<file path="config.mk">
export PLATFORM = sky130hd
export DESIGN_NAME = fetch_unit
export DESIGN_NICKNAME = d
export VERILOG_FILES = /design/src/rtl/fetch_unit_pkg.sv /design/src/rtl/fetch_unit_pc_next_sel.sv /design/src/rtl/fetch_unit.sv
export SDC_FILE = /design/constraint.sdc
export NUM_CORES = 1
export LEC_CHECK = 0
export CORE_MARGIN = 2
export CORE_UTILIZATION = 30
export CTS_CLUSTER_SIZE = 10
export DETAILED_ROUTE_END_ITERATION = 10
export GPL_TIMING_DRIVEN = 0
export HOLD_SLACK_MARGIN = 0.05
export SLEW_MARGIN = 20
export SYNTH_ARGS = -nofsm -noshare
export SYNTH_HDL_FRONTEND = slang
export SYNTH_SLANG_ARGS = --single-unit
</file>
<file path="constraint.sdc">
create_clock -name clk -period 8.7 [get_ports clk]
set_input_delay 2.175 -clock clk [delete_from_list [all_inputs] [get_ports clk]]
set_output_delay 2.175 -clock clk [all_outputs]
set_load 0.005 [all_outputs]
</file>
<file path="src/rtl/fetch_unit_pkg.sv">
// Shared constants and state encoding for the instruction fetch unit.
package fetch_unit_pkg;

  localparam int WORD      = 32;
  localparam int INSTR_LEN = 32;

  typedef enum logic [1:0] {
    FILL  = 2'd0,
    RUN   = 2'd1,
    FAULT = 2'd2
  } fetch_state_t;

endpackage

</file>
<file path="src/rtl/fetch_unit_pc_next_sel.sv">
// Next-PC selection (branch > stall > sequential) with alignment/range check.
module pc_next_sel
  import fetch_unit_pkg::*;
#(
  parameter int IMEM_SIZE = 1024
) (
  input  logic [WORD-1:0] pc,
  input  logic            branch_taken,
  input  logic [WORD-1:0] branch_target,
  input  logic            stall,
  output logic [WORD-1:0] next_pc,
  output logic            next_fault
);

  localparam longint unsigned LIMIT = longint'(IMEM_SIZE) * 4;

  logic [WORD:0] seq_sum;
  logic          wrap;

  // Carry out of pc+4 would alias to a low address; treat it as a fault.
  assign seq_sum = {1'b0, pc} + (WORD+1)'(4);

  always_comb begin
    next_pc = seq_sum[WORD-1:0];
    wrap    = seq_sum[WORD];
    if (branch_taken) begin
      next_pc = branch_target;
      wrap    = 1'b0;
    end else if (stall) begin
      next_pc = pc;
      wrap    = 1'b0;
    end
  end

  assign next_fault = wrap || (next_pc[1:0] != 2'b00) || (64'(next_pc) >= LIMIT);

endmodule

</file>
<file path="src/rtl/fetch_unit.sv">
// Instruction fetch unit: PC sequencing, stall/branch handling, sticky fault.
// Optional macro BRANCH_SQUASH_EN turns the branch delay slot into a bubble.
module fetch_unit
  import fetch_unit_pkg::*;
#(
  parameter logic [WORD-1:0] RESET_PC  = '0,
  parameter int              IMEM_SIZE = 1024
) (
  input  logic                 clk,
  input  logic                 rst_n,
  input  logic                 stall,
  input  logic                 branch_taken,
  input  logic [WORD-1:0]      branch_target,
  output logic [WORD-1:0]      imem_addr,
  input  logic [INSTR_LEN-1:0] imem_instr,
  output logic [WORD-1:0]      if_pc,
  output logic [INSTR_LEN-1:0] if_instr,
  output logic                 if_valid,
  output logic                 fetch_fault
);

  fetch_state_t    state, state_nxt;
  logic [WORD-1:0] pc, pc_nxt, pc_q, pc_q_nxt;
  logic            valid_q, valid_nxt;
  logic [WORD-1:0] next_pc;
  logic            next_fault;
  logic            run;
  logic            branch_valid;

  assign run = (state == RUN);

`ifdef BRANCH_SQUASH_EN
  assign branch_valid = 1'b0;
`else
  assign branch_valid = 1'b1;
`endif

  // Outside RUN the request inputs are ignored, so FILL sees a plain pc+4.
  pc_next_sel #(.IMEM_SIZE(IMEM_SIZE)) u_sel (
    .pc            (pc),
    .branch_taken  (branch_taken & run),
    .branch_target (branch_target),
    .stall         (stall & run),
    .next_pc       (next_pc),
    .next_fault    (next_fault)
  );

  always_comb begin
    state_nxt = state;
    pc_nxt    = pc;
    pc_q_nxt  = pc_q;
    valid_nxt = valid_q;
    case (state)
      FILL, RUN: begin
        if (next_fault) begin
          state_nxt = FAULT;
          valid_nxt = 1'b0;
        end else if (run && branch_taken) begin
          pc_nxt    = next_pc;
          pc_q_nxt  = pc;
          valid_nxt = branch_valid;
        end else if (!(run && stall)) begin
          state_nxt = RUN;
          pc_nxt    = next_pc;
          pc_q_nxt  = pc;
          valid_nxt = 1'b1;
        end
      end
      FAULT:   valid_nxt = 1'b0;
      default: begin
        state_nxt = FAULT;
        valid_nxt = 1'b0;
      end
    endcase
  end

  always_ff @(posedge clk or negedge rst_n) begin
    if (!rst_n) begin
      state   <= FILL;
      pc      <= RESET_PC;
      pc_q    <= '0;
      valid_q <= 1'b0;
    end else begin
      state   <= state_nxt;
      pc      <= pc_nxt;
      pc_q    <= pc_q_nxt;
      valid_q <= valid_nxt;
    end
  end

  assign imem_addr   = pc;
  assign if_pc       = pc_q;
  assign if_instr    = imem_instr;
  assign if_valid    = valid_q && run;
  assign fetch_fault = (state == FAULT);

endmodule

</file>
==> results.py <==
metrics = {
    "run_status": {
        "status": "finished clean",
    },
    "placed_design": {
        "numPortBuffers": 133,
        "detailed_place_hpwl_mm": 7.715,
        "place_congestion": 0.9047,
        "place_ws_ns": 3.110,
    },
    "timing": {
        "tns_ns": 0,
        "slew_headroom_pct": 49.61,
        "worst_clock_skew_ns": 0.007505,
        "slew_violations": 0,
        "worst_pin_slew_ns": 0.7496,
        "hold_violations": 0,
        "min_period_ns": 5.268,
        "post-route-period-util_pct": 60.56,
        "grt_setup_unrepaired": "no",
        "setup_slack_ns": 3.432,
        "fmax_ghz": 0.1898,
        "setup_viol": 0,
    },
    "power_and_ir_drop": {
        "ir_drop_v": 0.00007773,
        "power.leakage_nw": 2.434,
        "power.density_nw_per_um2": 128.4,
    },
    "layout": {
        "final_common_cell": "clkdlybuf4s50_1",
        "final_cell_mix": "clkdlybuf4s50_1, dfrtp_1, buf_4, mux2_4",
        "utilization_pct": 46.14,
        "antenna_cells_inserted": 0,
        "syn_to_final_growth_pct": 49.41,
        "multiInputGateArea_um2": 1707,
        "nets": 563,
        "fillers": 1153,
        "drive_above_1_share_pct": 19.04,
        "seq_area_um2": 1677,
    },
    "grt": {
        "overflow": 0,
        "grt_pass1_wl_mm": 16.30,
        "grt_pass1_vias": 3216,
        "grt_usage_pct": 15.55,
        "grt_max_degree": 35,
        "antenna_found_initial": 0,
    },
    "drt": {
        "wl_per_cell_um": 15.43,
        "first_pass_iters": 4,
        "vias_per_cell": 4.700,
        "wl_mm": 10.29,
        "ant_nets": 0,
        "vias": 3135,
        "drt_iter0_drc": 145,
        "drc": 0,
    },
    "clock_tree": {
        "cts_sinks": 67,
        "root_buffer": "clkbuf_16",
        "cts_tree": "built",
        "postCtsSetupBuffers": 0,
        "clkLatencyLatePin_ns": 0.33,
        "cts_buffer_depth": 2,
        "post_cts_resize_count": 0,
        "cts-htree-levels": 3,
        "holdBufCountCts": 0,
        "cts_buffers": 9,
        "clk_pin_slew_ns": 0.05,
    },
    "logic_synthesis": {
        "syn_area_per_cell_um2": 10.72,
        "synth_nets": 418,
        "synth_flop_cell": "dfrtp_1",
        "synth-edff-count": 0,
        "ys_ff_latch": 67,
        "ys_types": 50,
        "synth_area_leader_cell": "dfrtp_1",
        "synth-async-reset-ratio_pct": 100.0,
        "synth_area_um2": 3740,
        "synth_area_leaders": "dfrtp_1, mux2_4, buf_4",
        "synth_cells": 349,
        "seq_area_frac_synth_pct": 44.83,
        "synth_top_cell_area_share_pct": 44.83,
        "yosys_warnings": 0,
    },
    "setup_path": {
        "cp_max_fo": 10,
        "path_class": "primary input to flip-flop",
        "regToRegSetupSlack_ns": 5.22,
        "end_kind": "flip-flop",
        "startpoint_type": "primary input",
        "timing.rr.start": "imem_addr[6]",
        "crit_required_ns": 8.91,
        "cp.arrival_ns": 5.48,
        "reg2reg_depth": 10,
        "timing.rr.end": "if_pc[16]",
    },
    "die": {
        "dieArea_um2": 13370,
        "die_width_um": 115.7,
        "core-area_um2": 12110,
        "start_util_pct": 30.88,
        "rows": 40,
        "die_y_um": 115.7,
        "boundaryPins": 166,
    },
    "worst_hold_path": {
        "hold_class": "flip-flop to flip-flop",
        "holdCritStartpoint": "if_pc[31]",
        "min_path_cells": 1,
        "hold_path_end": "if_pc[31]",
    },
    "flow_run": {
        "drv_cap": 0,
    },
}
[worst max path at each step]
stage                      from  slack (ns)             to  depth (start not counted)
final                     stall        3.43      if_pc[16]                         11
after CTS                 stall        3.44       if_pc[6]                         11
after floorplan           stall        4.07      if_pc[10]                         10
after detailed placement  stall        3.11      if_pc[17]                         11
after global routing      stall        3.19  imem_addr[27]                         11
after global placement    stall        3.14      if_pc[12]                         11
[critical path, cell delays in order]
cell             delay, ns
clkdlybuf4s50_1       0.42
and3b_1               0.20
buf_6                 0.13
nor4_2                0.66
nand4_1               0.23
mux2i_1               0.16
o31ai_1               0.17
nor4b_2               0.42
nand4_4               0.32
buf_6                 0.27
mux2_4                0.30
[where the power goes]
| group | switching [W] | internal (W) |
|---|---|---|
| Clock | 0.000126 | 0.000229 |
| Sequential | 0 | 0.000312 |
| Combinational | 0.0000142 | 0.0000360 |
[sequential cells by signal (all words and copies together), names as in the netlist]
| name | cells |
|---|---|
| valid_q | 1 |
| if_pc | 32 |
| imem_addr | 32 |
| state | 2 |
[Yosys cell counts, types with 2 or more instances]
cell       count
a41oi_1        5
buf_6          4
mux2_4        27
clkbuf_1       8
o22ai_1        3
o2bb2ai_1      3
xnor2_1        6
a21oi_1       18
buf_2          2
nand3_1       12
o21ai_0        6
nand3b_1       2
and2_1        20
dfrtp_1       67
o31ai_1        3
and3_1         4
nor3_1        16
or4_1          2
nand2_1       15
a31oi_1        3
inv_1          6
and3b_1        4
xor2_1         2
buf_4         32
mux2_2         6
a2111oi_0      2
or2_2          2
nor4_1         4
nand4_1       15
mux2i_1        5
nor2_1        20
or3_1          6
nor4_2         2
[routing by layer]
metal | wire length (um) | track usage [%] | up-vias
met5 | 0 | 0 | -
met4 | 122 | 4.603 | 0
met3 | 640 | 4.446 | 14
met2 | 4740 | 24.72 | 120
met1 | 4787 | 20.69 | 1477
li1 | - | - | 1524
[per-stage QoR]
| step | hold WS, ns | power [W] | cell area, um2 | instances |
|---|---|---|---|---|
| final | 0.5052 | 0.0007173 | 5588 | 667 |
| after global routing | 0.5212 | 0.0007470 | 5588 | 667 |
| after CTS | 0.5075 | 0.0007279 | 5588 | 667 |
| after detailed placement | 0.4935 | 0.0003682 | 5299 | 651 |
| after global placement | 0.4928 | 0.0003669 | 5281 | 650 |
| after floorplan | 0.5041 | 0.0003297 | 3740 | 349 |
[logic make-up (layout without fill, tap and decap cells)]
kind of cell,Yosys count,count (layout),share of synthesized area [%]
simple gates,133,133,20.71
flops,67,67,44.83
buf+inv,54,204,9.535
compound gates,48,48,8.733
mux,38,38,13.98
xor+xnor,8,8,1.874
fa+ha+maj,1,1,0.3345
[layout make-up]
cell class	instances	share of cell area, %
plain buffers	48	5.978
clock buffers	14	4.545
clock inverters	2	0.6270
inverters	6	0.4030
multi-input cells	228	30.54
flip-flops and latches	67	30.00
well taps	168	3.762
repair buffers	134	24.14
(Power assumes the default switching activity.)
